<file path="config.mk">
export PLATFORM = sky130hd
export DESIGN_NAME = dmd_frame_photon_counter_flat
export DESIGN_NICKNAME = d
export VERILOG_FILES = /design/src/rtl/dmd_frame_photon_counter_if.sv /design/src/rtl/dmd_frame_photon_counter.sv /design/src/flat_wrapper.sv
export SDC_FILE = /design/constraint.sdc
export NUM_CORES = 1
export LEC_CHECK = 0
export BUFFER_PORTS_ARGS = -buffer_cell sky130_fd_sc_hd__buf_2
export CAP_MARGIN = 30
export CORE_AREA = 4 4 87 89
export CTS_CLUSTER_SIZE = 16
export DETAILED_ROUTE_END_ITERATION = 10
export DIE_AREA = 0 0 91 93
export GPL_TIMING_DRIVEN = 0
export PLACE_DENSITY = 0.69
export RECOVER_POWER = 25
export REMOVE_ABC_BUFFERS = 1
export SYNTH_ARGS = -nofsm -noshare
export SYNTH_HDL_FRONTEND = slang
export SYNTH_SLANG_ARGS = --single-unit
</file>
<file path="constraint.sdc">
create_clock -name clk -period 3.45 [get_ports clk]
set_input_delay 0.8625 -clock clk [delete_from_list [all_inputs] [get_ports clk]]
set_output_delay 0.8625 -clock clk [all_outputs]
set_load 0.02 [all_outputs]
</file>
<file path="src/rtl/dmd_frame_photon_counter_if.sv">
// Bus between the SPI-side controller / detector pins and the per-frame photon counter.
// The master modport drives the arm level and the raw pins; the slave modport is the counter.
interface dmd_frame_photon_counter_if #(
    parameter int CNT_W  = 16,
    parameter int ADDR_W = 10
);
    logic              enable;
    logic              sig;
    logic              DMD_sig;
    logic              wr_en;
    logic [ADDR_W-1:0] wr_addr;
    logic [CNT_W-1:0]  wr_data;
    logic              busy;
    logic              done;
    logic              overflow;

    modport master (
        output enable, sig, DMD_sig,
        input  wr_en, wr_addr, wr_data, busy, done, overflow
    );

    modport slave (
        input  enable, sig, DMD_sig,
        output wr_en, wr_addr, wr_data, busy, done, overflow
    );
endinterface

</file>
<file path="src/rtl/dmd_frame_photon_counter.sv">
// Counts synchronised photon edges inside each DMD pattern window and writes {frame, count} at window close.
// DMD pin to wr_en is SYNC_STAGES+2 cycles; no backpressure, one write strobe per closed frame.
module dmd_frame_photon_counter #(
    parameter int CNT_W        = 16,
    parameter int ADDR_W       = 10,
    parameter int NUM_FRAMES   = 1000,
    parameter int SYNC_STAGES  = 2,
    parameter int GUARD_CYCLES = 2
) (
    input  logic                          clk,
    input  logic                          rst,
    dmd_frame_photon_counter_if.slave     bus
);
    localparam int GW = $clog2(GUARD_CYCLES + 1);

    typedef enum logic [2:0] {
        S_IDLE,
        S_WAIT_FIRST,
        S_GUARD,
        S_COUNT,
        S_DONE
    } state_t;

    state_t                 r_state;
    state_t                 w_state_nxt;
    logic [SYNC_STAGES-1:0] r_sig_sync;
    logic [SYNC_STAGES-1:0] r_dmd_sync;
    logic                   r_sig_prev;
    logic                   r_dmd_prev;
    logic                   r_sig_evt;
    logic                   r_dmd_evt;
    logic [CNT_W-1:0]       r_count;
    logic [ADDR_W-1:0]      r_frame;
    logic [GW-1:0]          r_guard;
    logic                   r_wr_en;
    logic [ADDR_W-1:0]      r_wr_addr;
    logic [CNT_W-1:0]       r_wr_data;
    logic                   r_overflow;

    logic                   w_clear;
    logic                   w_load_guard;
    logic                   w_close;
    logic                   w_count_ph;
    logic                   w_sat;
    logic                   w_last;
    logic [CNT_W-1:0]       w_cnt_inc;
    logic [CNT_W-1:0]       w_close_data;
    logic [ADDR_W:0]        w_frame_inc;

    assign w_sat        = &r_count;
    assign w_cnt_inc    = w_sat ? r_count : r_count + CNT_W'(1);
    assign w_close_data = r_sig_evt ? w_cnt_inc : r_count;
    assign w_frame_inc  = {1'b0, r_frame} + (ADDR_W+1)'(1);
    assign w_last       = (w_frame_inc == (ADDR_W+1)'(NUM_FRAMES));

    // Edge pulses are registered, so the FSM sees each edge SYNC_STAGES+1 cycles after the pin.
    always_ff @(posedge clk or posedge rst) begin
        if (rst) begin
            r_sig_sync <= '0;
            r_dmd_sync <= '0;
            r_sig_prev <= 1'b0;
            r_dmd_prev <= 1'b0;
            r_sig_evt  <= 1'b0;
            r_dmd_evt  <= 1'b0;
        end else begin
            r_sig_sync <= {r_sig_sync[SYNC_STAGES-2:0], bus.sig};
            r_dmd_sync <= {r_dmd_sync[SYNC_STAGES-2:0], bus.DMD_sig};
            r_sig_prev <= r_sig_sync[SYNC_STAGES-1];
            r_dmd_prev <= r_dmd_sync[SYNC_STAGES-1];
            r_sig_evt  <= r_sig_sync[SYNC_STAGES-1] & ~r_sig_prev;
            r_dmd_evt  <= r_dmd_sync[SYNC_STAGES-1] & ~r_dmd_prev;
        end
    end

    always_ff @(posedge clk or posedge rst) begin
        if (rst) begin
            r_state <= S_IDLE;
        end else begin
            r_state <= w_state_nxt;
        end
    end

    always_comb begin
        w_state_nxt  = r_state;
        w_clear      = 1'b0;
        w_load_guard = 1'b0;
        w_close      = 1'b0;
        w_count_ph   = 1'b0;
        case (r_state)
            S_IDLE: begin
                w_clear = 1'b1;
                if (bus.enable) w_state_nxt = S_WAIT_FIRST;
            end
            S_WAIT_FIRST: begin
                if (!bus.enable) begin
                    w_state_nxt = S_IDLE;
                end else if (r_dmd_evt) begin
                    w_state_nxt  = S_GUARD;
                    w_load_guard = 1'b1;
                end
            end
            S_GUARD: begin
                if (!bus.enable)        w_state_nxt = S_IDLE;
                else if (r_guard == '0) w_state_nxt = S_COUNT;
            end
            S_COUNT: begin
                // Abort wins over a coinciding close so a dropped run never writes.
                if (!bus.enable) begin
                    w_state_nxt = S_IDLE;
                end else if (r_dmd_evt) begin
                    w_close      = 1'b1;
                    w_state_nxt  = w_last ? S_DONE : S_GUARD;
                    w_load_guard = !w_last;
                end else if (r_sig_evt) begin
                    w_count_ph = 1'b1;
                end
            end
            S_DONE: begin
                if (!bus.enable) w_state_nxt = S_IDLE;
            end
            default: w_state_nxt = S_IDLE;
        endcase
    end

    always_ff @(posedge clk or posedge rst) begin
        if (rst) begin
            r_count    <= '0;
            r_frame    <= '0;
            r_guard    <= '0;
            r_wr_en    <= 1'b0;
            r_wr_addr  <= '0;
            r_wr_data  <= '0;
            r_overflow <= 1'b0;
        end else begin
            r_wr_en <= w_close;
            if (w_clear) begin
                r_count    <= '0;
                r_frame    <= '0;
                r_overflow <= 1'b0;
            end
            if (w_load_guard) begin
                r_guard <= GW'(GUARD_CYCLES - 1);
                r_count <= '0;
            end else if (r_state == S_GUARD && r_guard != '0) begin
                r_guard <= r_guard - GW'(1);
            end
            if (w_count_ph) begin
                r_count <= w_cnt_inc;
                if (w_sat) r_overflow <= 1'b1;
            end
            if (w_close) begin
                r_wr_addr <= r_frame;
                r_wr_data <= w_close_data;
                r_frame   <= w_frame_inc[ADDR_W-1:0];
                if (r_sig_evt && w_sat) r_overflow <= 1'b1;
            end
        end
    end

    assign bus.wr_en    = r_wr_en;
    assign bus.wr_addr  = r_wr_addr;
    assign bus.wr_data  = r_wr_data;
    assign bus.overflow = r_overflow;
    assign bus.busy     = (r_state == S_WAIT_FIRST) || (r_state == S_GUARD) || (r_state == S_COUNT);
    assign bus.done     = (r_state == S_DONE);
endmodule

</file>
<file path="src/flat_wrapper.sv">
// flat-port wrapper written by rule: the top's interface ports become plain ports
module dmd_frame_photon_counter_flat 
#(
    parameter int CNT_W        = 16,
    parameter int ADDR_W       = 10,
    parameter int NUM_FRAMES   = 1000,
    parameter int SYNC_STAGES  = 2,
    parameter int GUARD_CYCLES = 2
)
  (clk, rst, bus_enable, bus_sig, bus_DMD_sig, bus_wr_en, bus_wr_addr, bus_wr_data, bus_busy, bus_done, bus_overflow);
  dmd_frame_photon_counter_if #(.CNT_W(CNT_W), .ADDR_W(ADDR_W)) bus_i ();
  input  logic clk;
  input  logic rst;
  input wire logic [$bits(bus_i.enable)-1:0] bus_enable;
  input wire logic [$bits(bus_i.sig)-1:0] bus_sig;
  input wire logic [$bits(bus_i.DMD_sig)-1:0] bus_DMD_sig;
  output wire logic [$bits(bus_i.wr_en)-1:0] bus_wr_en;
  output wire logic [$bits(bus_i.wr_addr)-1:0] bus_wr_addr;
  output wire logic [$bits(bus_i.wr_data)-1:0] bus_wr_data;
  output wire logic [$bits(bus_i.busy)-1:0] bus_busy;
  output wire logic [$bits(bus_i.done)-1:0] bus_done;
  output wire logic [$bits(bus_i.overflow)-1:0] bus_overflow;
  assign bus_i.enable = bus_enable;
  assign bus_i.sig = bus_sig;
  assign bus_i.DMD_sig = bus_DMD_sig;
  assign bus_wr_en = bus_i.wr_en;
  assign bus_wr_addr = bus_i.wr_addr;
  assign bus_wr_data = bus_i.wr_data;
  assign bus_busy = bus_i.busy;
  assign bus_done = bus_i.done;
  assign bus_overflow = bus_i.overflow;
  dmd_frame_photon_counter #(.CNT_W(CNT_W), .ADDR_W(ADDR_W), .NUM_FRAMES(NUM_FRAMES), .SYNC_STAGES(SYNC_STAGES), .GUARD_CYCLES(GUARD_CYCLES)) u_core (.clk(clk), .rst(rst), .bus(bus_i));
endmodule
</file>
# ---- Yosys cells after proc, flatten, opt, wreduce, memory -nomap -nowiden
# Index checks and enable logic that the tools add are counted.
dict set report classes {
  add_sub_neg 3
  multipliers 0
  div 0
  n_lt_le_gt_ge 0
  eq_ne 10
  shifts 0
  n_mux 35
  bitwise_logic 4
  n_reduce_logical 13
}
# op count
set ops {}
lappend ops {{$mux W16} 5}
lappend ops {{$mux W3} 9}
lappend ops {{$mux W10} 2}
lappend ops {{$add A16 B1 Y16 const B} 1}
lappend ops {{$reduce_and A16 Y1} 1}
lappend ops {{$mux W1} 15}
lappend ops {{$pmux W3 S5} 1}
lappend ops {{$add A10 B1 Y11 const B} 1}
lappend ops {{$eq A11 B10 Y1 const B} 1}
lappend ops {{$ne A3 B2 Y1 const B} 3}
lappend ops {{$eq A3 B2 Y1 const B} 2}
lappend ops {{$reduce_bool A2 Y1} 3}
lappend ops {{$reduce_and A5 Y1} 1}
lappend ops {{$mux W2} 2}
lappend ops {{$ne A2 B2 Y1 const B} 2}
lappend ops {{$eq A3 B1 Y1 const B} 1}
lappend ops {{$eq A3 B3 Y1 const B} 1}
lappend ops {{$logic_not A3 Y1} 1}
lappend ops {{$reduce_bool A3 Y1} 1}
lappend ops {{$and A1 B1 Y1} 2}
lappend ops {{$logic_and A1 B1 Y1} 2}
lappend ops {{$logic_not A2 Y1} 1}
lappend ops {{$logic_or A1 B1 Y1} 2}
lappend ops {{$not A1 Y1} 2}
lappend ops {{3 further kinds} 3}
dict set report word_totals {
  regBits 67
  latch_bits 0
  ram_bits 0
  mem_bits_ro 0
  inputBits 5
  word_cells 79
  mem_count 0
}

# ---- Longest topological paths before layout
# Gate-level depths: netlist of run 1.
dict set report logic_depth {
  depth_word 8
  depth_mapped 8
  ltp_nobuf 7
}

# ---- Least setup slack after synthesis of run 1
# Ideal clock, no wire load.
dict set report synth_path {
  path_kind {input -> register}
  start {input bus_enable}
  end {register u_core.r_count[15]}
  t_arrival_ns 2.091
  slack_ns 1.229
  cell_stages 5
  path_buffers 0
  path_cell_list {and4b_1 nor3b_1 and4_1 and4_1 nor3_2}
}
dict set report synth_between {
  elab_chain_len 4
  word_cells_on_any_way 8
  cone_classes {7 x mux; 1 x reduce/logical}
}
# element line
set synth_lines {}
lappend synth_lines {{from (decl)} flat_wrapper.sv:14} ;# input wire logic [$bits(bus_i.enable)-1:0] bus_enable;
lappend synth_lines {{$mux W1} dmd_frame_photon_counter.sv:108} ;# if (!bus.enable) begin
lappend synth_lines {{$pmux W1 S2} dmd_frame_photon_counter.sv:89} ;# case (r_state)
lappend synth_lines {{$mux W16} dmd_frame_photon_counter.sv:141} ;# if (w_load_guard) begin
lappend synth_lines {{$mux W16} dmd_frame_photon_counter.sv:147} ;# if (w_count_ph) begin
lappend synth_lines {{to (signal assigned)} dmd_frame_photon_counter.sv:148} ;# r_count <= w_cnt_inc;
lappend synth_lines {{to (decl)} dmd_frame_photon_counter.sv:32} ;# logic [CNT_W-1:0] r_count;
# Several ways; a longest one is shown, not always the timed one.
# A chain may end at the register's enable or synchronous reset.

# ---- Final worst setup path of run 1
dict set report layout_path {
  start {input bus_enable}
  end {register u_core.r_state[2]}
}
dict set report layout_between {
  elab_chain_len 2
  word_cells_on_any_way 10
  cone_classes {5 x eq/ne; 4 x mux; 1 x reduce/logical}
}
# element line
set layout_lines {}
lappend layout_lines {{$ne A3 B2 Y1 (no source line), or another cell as far along} --}
lappend layout_lines {{$reduce_and A5 Y1 (no source line) / $pmux W3 S5 (equally long branches)} --}
lappend layout_lines {{to (signal assigned)} dmd_frame_photon_counter.sv:79} ;# r_state <= w_state_nxt;
lappend layout_lines {{to (decl)} dmd_frame_photon_counter.sv:24} ;# state_t r_state;
# Several ways; a longest one is shown, not always the timed one.

==> results of run 1 <==
metrics by stage:
stage	worst slack [ns]	TNS, ns	cell area, sq um
after floorplan	0.508	0	3270
after global placement	-0.626	-9.82	3540
after detailed placement	0.176	0	3550
after CTS	0.555	0	3690
after global routing	0.302	0	3690
final	0.536	0	3690
placed cells by master (no fill, tap or decap), drive strengths merged, types with 2 or more instances in the layout:
master  instances
nand3          20
a31oi           4
nor3b           2
nor3           17
and2            2
inv             9
nand3b          2
mux2i           5
xor2           11
a21oi           8
a41oi           3
clkinv          5
and4b           2
or2             2
nor4            8
clkbuf         11
nand4           7
xnor2           9
o31ai           6
nor2b           3
ha              3
and4            4
and3            5
buf            33
nand2          71
dfrtp          67
o21ai          28
nor2           29
a211oi          2
registers in the layout, indices dropped and copies added (netlist names), 2 cells and up:
name	cells
u_core.bus.wr_data	16
u_core.bus.wr_addr	10
u_core.r_guard	2
u_core.r_count	16
u_core.r_sig_sync	2
u_core.r_state	3
u_core.r_dmd_sync	2
u_core.r_frame	10
logic make-up after synthesis:
group | count (synthesis) | share of synthesized area (%)
buf+inv | 29 | 3.83
xor+xnor | 20 | 5.21
mux | 6 | 1.82
compound gates | 58 | 11.4
simple gates | 179 | 26.8
fa+ha+maj | 3 | 1.12
flops | 67 | 49.9
worst min-delay path by stage:
stage,end,slack (ns),cells past startpoint
after floorplan,u_core.r_dmd_sync[1]$_DFF_PP0_,0.33,0
after global placement,u_core.r_dmd_sync[1]$_DFF_PP0_,0.33,0
after detailed placement,u_core.r_sig_sync[1]$_DFF_PP0_,0.35,0
after CTS,u_core.r_sig_sync[1]$_DFF_PP0_,0.36,0
after global routing,u_core.r_sig_sync[1]$_DFF_PP0_,0.37,0
final,u_core.r_sig_sync[1]$_DFF_PP0_,0.35,0
metal layers:
metal / vias up / GRT usage [%] / wire, um
met5: - / 0 / 0
met4: 0 / 9.17 / 166
met3: 15 / 4.26 / 303
met2: 58 / 26.7 / 2980
met1: 1295 / 23.1 / 3420
li1: 1314 / - / -
power by group through the flow:
| stage | registers [mW] | clock network (mW) | logic [mW] |
|---|---|---|---|
| 6_report | 0.821 | 0.525 | 0.0944 |
| 4_1_cts | 0.821 | 0.544 | 0.0973 |
| 3_3_place_gp | 0.834 | 0 | 0.0930 |
| 5_1_grt | 0.823 | 0.578 | 0.112 |
| 2_1_floorplan | 0.836 | 0 | 0.0647 |
| 3_5_place_dp | 0.836 | 0 | 0.0968 |
worst max-delay path, delay by kind of cell:
kind / cells / cell delay [ns]
simple gates: 4 / 1.40
buf+inv: 2 / 0.88
final cells by class:
cell class,count,area [sq um],area share [%]
clock buffers,10,128,3.46
well taps,80,100,2.71
multi-input cells,266,1560,42.3
inverters,10,37.5,1.02
flip-flops and latches,67,1680,45.4
clock inverters,4,20.0,0.543
repair buffers,34,169,4.58
==> impl_results.md, run 1 <==
* Outcome: finished, final reports clean
* DRT Pass-1 Iters at 4
* Initial core utilization at 49.8%
* Max FO, Critical Path at 55
* Total of fill cells in the finished design at ~660
* Layout cells sized above 1 at 15.9%
* Max Slew Vio Count at 0
* Worst path slowest cell: clkinv_1
* Rows at 30
* Sw Pwr at 358 uW
* Top-count cell post-synth: nand2_1
* Leading post-synthesis cells by cell area: dfrtp_1 (50%), nand2_1 (7.9%), o21ai_0 (3.9%)
* CTS root buf: clkbuf_8
* RR Startpoint: u_core.r_state[1]$_DFFE_PP0P_
* First-pass GRT wire length at 11.8 mm
* Final Util at 54.6%
* Reg-to-reg setup timing slack at roughly 0.65 ns
* RD Place Congestion at 0.848
* Clk_lat worst skew at 0.35 ns
* Total GRT Usage at 17.4%
* Main synth FF type: dfrtp_1
* Routed wire length at 6.87 mm
* Via-to-Cell Ratio at about 5.7
* Yosys warning count at 0
* Unrepaired setup endpoints after global routing: false
* Synth area leader: dfrtp_1
* DR iter-0 viols at around 130
* Cts repair resizes at 0
* H-tree levels at 3
* Remaining Overflow, GRT at 0
* Final hold vios at 0
* Max Cap Violations at 0
* Clock Path Buffers at 2
* FF-to-FF End: u_core.r_state[2]$_DFFE_PP0P_
* Drt wl/cell at 14.6 um
* Crit path capture: u_core.r_state[2]$_DFFE_PP0P_
* Yosys top cell area share at 49.9%
* CTS tree: built
* Post-synth EDFFs at 0
* Die area at 8460 sq um
* Synth Register Bits at 67
* CTS Sinks at 67
* Sw Ratio at 24.9%
* CP Capture Type: flip-flop
* Post-Syn Area at 3360 sq um
* Maximum achievable frequency at 0.343 GHz
* Avg Cell Area, Syn at between 9 and 10 sq um
* Period Utilization, post-route at a little over four fifths
* Placed Instances at 457
* Buffer count from post-CTS setup fixing at 0
* Quantity of hold-fixing buffers added after cts at 0
* Pwr/cell area at 390 nW/um^2
* Inserted Diodes at 0
* Vias in the first global route at 2,557
* Setup Viol. Count Final at 0
* Clock-pin slew on the worst setup and hold paths at around 0.07 ns
* Setup crit start: bus_enable
* Post-synth ARST share at 100%
* Worst path cell trace: clkbuf_1, and4b_1, nand2_2, clkinv_1, nand3_1, nand2_1
* Io pins at 35
* Max_slew headroom at 9.36%
* CP arrival at 3.15 ns
* Non-Filler Instances at around 470
* Final antenna-violating net count at 0
* Layout Skew at 0.00741 ns
* CTS buffer count at 9
* Worst vdd ir at 0.000225 V
* HP Start: u_core.r_sig_sync[0]$_DFF_PP0_
* CP required at around 3.7 ns
* Worst min path class: flip-flop to flip-flop
* Die width at 91 um
* Crit-path max cell delay at 0.77 ns
* Combinational power share at 6.6%
* Slew @ Worst Pin at approximately 1.4 ns
* Largest net degree at the start of global routing at 68
* Setup crit start kind: input port
* Worst reg-to-reg path cell count at 5
* Final min period at 2.91 ns
* Power Total at 1.44 mW
* Fin Hold WS at 0.355 ns
* Crit Path Category: input port to flip-flop
* Register area share after synthesis at 49.9%
* Fin nets at 396
* Layout area overhead at 9.75%
* P_leak at 1.69 nW
* Post-route DRC at 0
* Die height at 93 um
* Buffers on Ports at 34
* Int Pwr at 1.08 mW
* Synth cell types at 53
* Synth top cells by count: nand2_1 (71), dfrtp_1 (67), nor2_1 (29)
* Initial antenna violation count at 0
* Clock network fraction of design power at 36.5%
* Sequential Power Share at 57.0%
* Via count at about 2,700
* Core area at 6760 sq um
* Synth Instances at 362
* DP Wirelength at 4.51 mm
Note: power is estimated with default switching activity, not from simulation.
==> inputs of run 2 (changes only) <==
- ABC_AREA: not set -> 1
- CORE_AREA: 4 4 87 89 -> 4 4 88 90
- DIE_AREA: 0 0 91 93 -> 0 0 92 94
- PLACE_DENSITY: 0.69 -> 0.68
- clock period: 3.45 -> 3 ns (I/O delays scaled with it)
==> run 2 against run 1 <==
Net effect:
- non-clock buffer count unchanged
- via count rose by 6.8%
- synthesized cell count increased by 17%
- combinational power increased to 6.9 times the previous value
- sequential share of layout area is 2.1 points lower
- sequential power rose by 35%
- critical path type is now flip-flop to flip-flop
- largest cell class unchanged
- highest routed layer unchanged
==> impl_results.md, run 2 <==
* Outcome: finished, final reports clean
* Buffer count from post-CTS setup fixing at 0
* Pwr/cell area at between 600 and 700 nW/um^2
* Worst path slowest cell: inv_1
* Register area share after synthesis at 48.9%
* Clk_lat worst skew at 0.35 ns
* CTS Sinks at 67
* RR Startpoint: u_core.r_state[0]$_DFFE_PP0P_
* Io pins at 35
* Avg Cell Area, Syn at 8.10 sq um
* Maximum achievable frequency at 0.381 GHz
* Die height at about 94 um
* Hold Path End: u_core.r_dmd_sync[1]$_DFF_PP0_
* Layout Skew at about 0.0065 ns
* Worst slack, placed at 0.0178 ns
* Routed wire length at 7.25 mm
* Synth area leader: dfrtp_1
* Yosys warning count at 0
* Remaining Overflow, GRT at 0
* Crit Path Category: flip-flop to flip-flop
* CP Capture Type: flip-flop
* FF-to-FF End: u_core.bus.wr_data[7]$_DFFE_PP0P_
* Initial antenna violation count at 0
* P_leak at 1.92 nW
* RD Place Congestion at 0.855
* Power Total at roughly 2.6 mW
* Reg-to-reg setup timing slack at 0.38 ns
* Worst min path class: flip-flop to flip-flop
* Rows at 31
* Clock-pin slew on the worst setup and hold paths at 0.07 ns
* Yosys top cell area share at around half
* First-pass GRT wire length at 12.8 mm
* CTS buffer count at 9
* Synth top cells by count: nand2_1 (126), dfrtp_1 (67), inv_1 (39)
* Vias in the first global route at 2,816
* DP Wirelength at 4.61 mm
* Post-Syn Area at between 3000 and 4000 sq um
* Drt wl/cell at 13.0 um
* CTS tree: built
* Fin nets at 463
* Placed standard-cell area at approximately 3600 sq um
* Period Utilization, post-route at 87.4%
* Synth Instances at 423
* Leading post-synthesis cells by cell area: dfrtp_1 (49%), nand2_1 (14%), inv_1 (4.3%)
* Buffers on Ports at 34
* Max FO, Critical Path at 47
* Final antenna-violating net count at 0
* Synth Register Bits at 67
* Max Slew Vio Count at 0
* Layout cells sized above 1 at 19.1%
* Total GRT Usage at approximately a fifth
* Clock Path Buffers at 2
* Top-count cell post-synth: nand2_1
* Fin Hold WS at roughly 0.35 ns
* Total of fill cells in the finished design at 673
* Final hold vios at 0
* Final Util at 54.8%
* CTS root buf: clkbuf_8
* Most frequent CP cell: inv_1
* Die width at 92 um
* Final instance area at 3870 sq um
* Via count at around 2,900
* Post-synth EDFFs at 0
* Unrepaired setup endpoints after global routing: false
* Max_slew headroom at between 8 and 9%
* Post-route DRC at 0
* Setup crit start kind: flip-flop
* Most frequent cells in the layout: nand2_1 (125), dfrtp_1 (67), inv_1 (38)
* Via-to-Cell Ratio at around 5.1
* H-tree levels at 3
* Initial core utilization at ~49%
* Critical path's top delay family: buffers and inverters
* Worst vdd ir at about 0.00041 V
* Hold path cells at 0
* Core area at 7060 sq um
* Layout area overhead at 13.0%
* Die area at 8650 sq um
* Main synth FF type: dfrtp_1
* HP Start: u_core.r_dmd_sync[0]$_DFF_PP0_
* DRT Pass-1 Iters at 4
* Post-synth ARST share at between 90% and 100%
* Leading cell type in the layout, fill and taps excluded: nand2_1
* CP Buf/Inv Count at 3
* Inserted Diodes at 0
* Quantity of hold-fixing buffers added after cts at 0
* Largest net degree at the start of global routing at slightly below 70
* DR iter-0 viols at between 150 and 200
* Crit-path max cell delay at 0.77 ns
* Worst reg-to-reg path cell count at 8
* Slew @ Worst Pin at 1.37 ns
* CP required at 3.26 ns
* Final min period at about 2.6 ns
* Synth cell types at 34
* Cts repair resizes at 0
* Setup Viol. Count Final at 0
* Worst path cell trace: inv_2, nor2_1, inv_1, nor2_2, nand2_2, inv_1, o21ai_0, o21ai_1
* Max Cap Violations at 0
* CP arrival at roughly 2.9 ns
* Final WS setup at 0.377 ns
==> run 2: cell types whose count changed after synthesis, sizes merged, moves of 6 or more <==
cell,previous run,this run
nor3,17,7
nand2,71,132
o31ai,6,0
nand3,20,38
inv,9,42
nor4,8,0
clkbuf,13,4
nor2,29,38
a21oi,8,25
xnor2,9,2
==> run 2: per-layer routing <==
| metal | global-route usage [%] | vias to the layer above | wire, um |
|---|---|---|---|
| met1 | 24.8 | 1341 | 3490 |
| met2 | 29.5 | 79 | 3280 |
| li1 | - | 1431 | - |
| met4 | 9.65 | 0 | 156 |
| met3 | 2.96 | 13 | 323 |
| met5 | 0 | - | 0 |
==> run 2: stage by stage <==
step | TNS (ns) | std cells
after CTS | 0 | 559
after global routing | 0 | 559
final | 0 | 559
after global placement | -29.16 | 543
after floorplan | 0 | 410
after detailed placement | 0 | 543
==> run 2: worst reg2reg max path, delay by kind of cell, from the launching register on <==
kind            cells  cell delay [ns]
compound gates      2             0.45
buf+inv             3             0.90
flops               1             0.39
simple gates        3             0.80
==> run 2: kinds of logic after synthesis <==
kind of cell    count (synthesis)  share of synthesized area [%]
fa+ha+maj                       3                           1.10
xor+xnor                        8                           2.05
compound gates                 62                           9.72
flops                          67                           48.9
buf+inv                        56                           6.98
simple gates                  227                           31.2
==> run 2: how the worst max path moves through the flow <==
stage                                        from                           endpoint  depth (start not counted)
finish              u_core.r_state[0]$_DFFE_PP0P_  u_core.bus.wr_data[7]$_DFFE_PP0P_                          8
floorplan                              bus_enable  u_core.bus.wr_data[7]$_DFFE_PP0P_                          6
detailed placement                     bus_enable  u_core.bus.wr_data[7]$_DFFE_PP0P_                          7
global route        u_core.r_state[0]$_DFFE_PP0P_  u_core.bus.wr_data[7]$_DFFE_PP0P_                          8
global placement                       bus_enable  u_core.bus.wr_data[8]$_DFFE_PP0P_                          7
CTS                 u_core.r_state[2]$_DFFE_PP0P_  u_core.bus.wr_data[7]$_DFFE_PP0P_                          7
==> run 2: power breakdown <==
part	internal, mW	total (mW)	switching, mW
registers	1.04	1.11	0.0796
logic	0.201	0.654	0.452
clock network	0.490	0.853	0.363
==> run 2: final cells by class <==
class	instances	area (sq um)	share of cell area [%]
Clock inverter	6	88.8	2.29
Inverter	43	161	4.17
Timing Repair Buffer	34	170	4.40
Sequential cell	67	1680	43.3
Multi-Input combinational cell	300	1510	39.1
Tap cell	99	124	3.20
Clock buffer	10	138	3.56
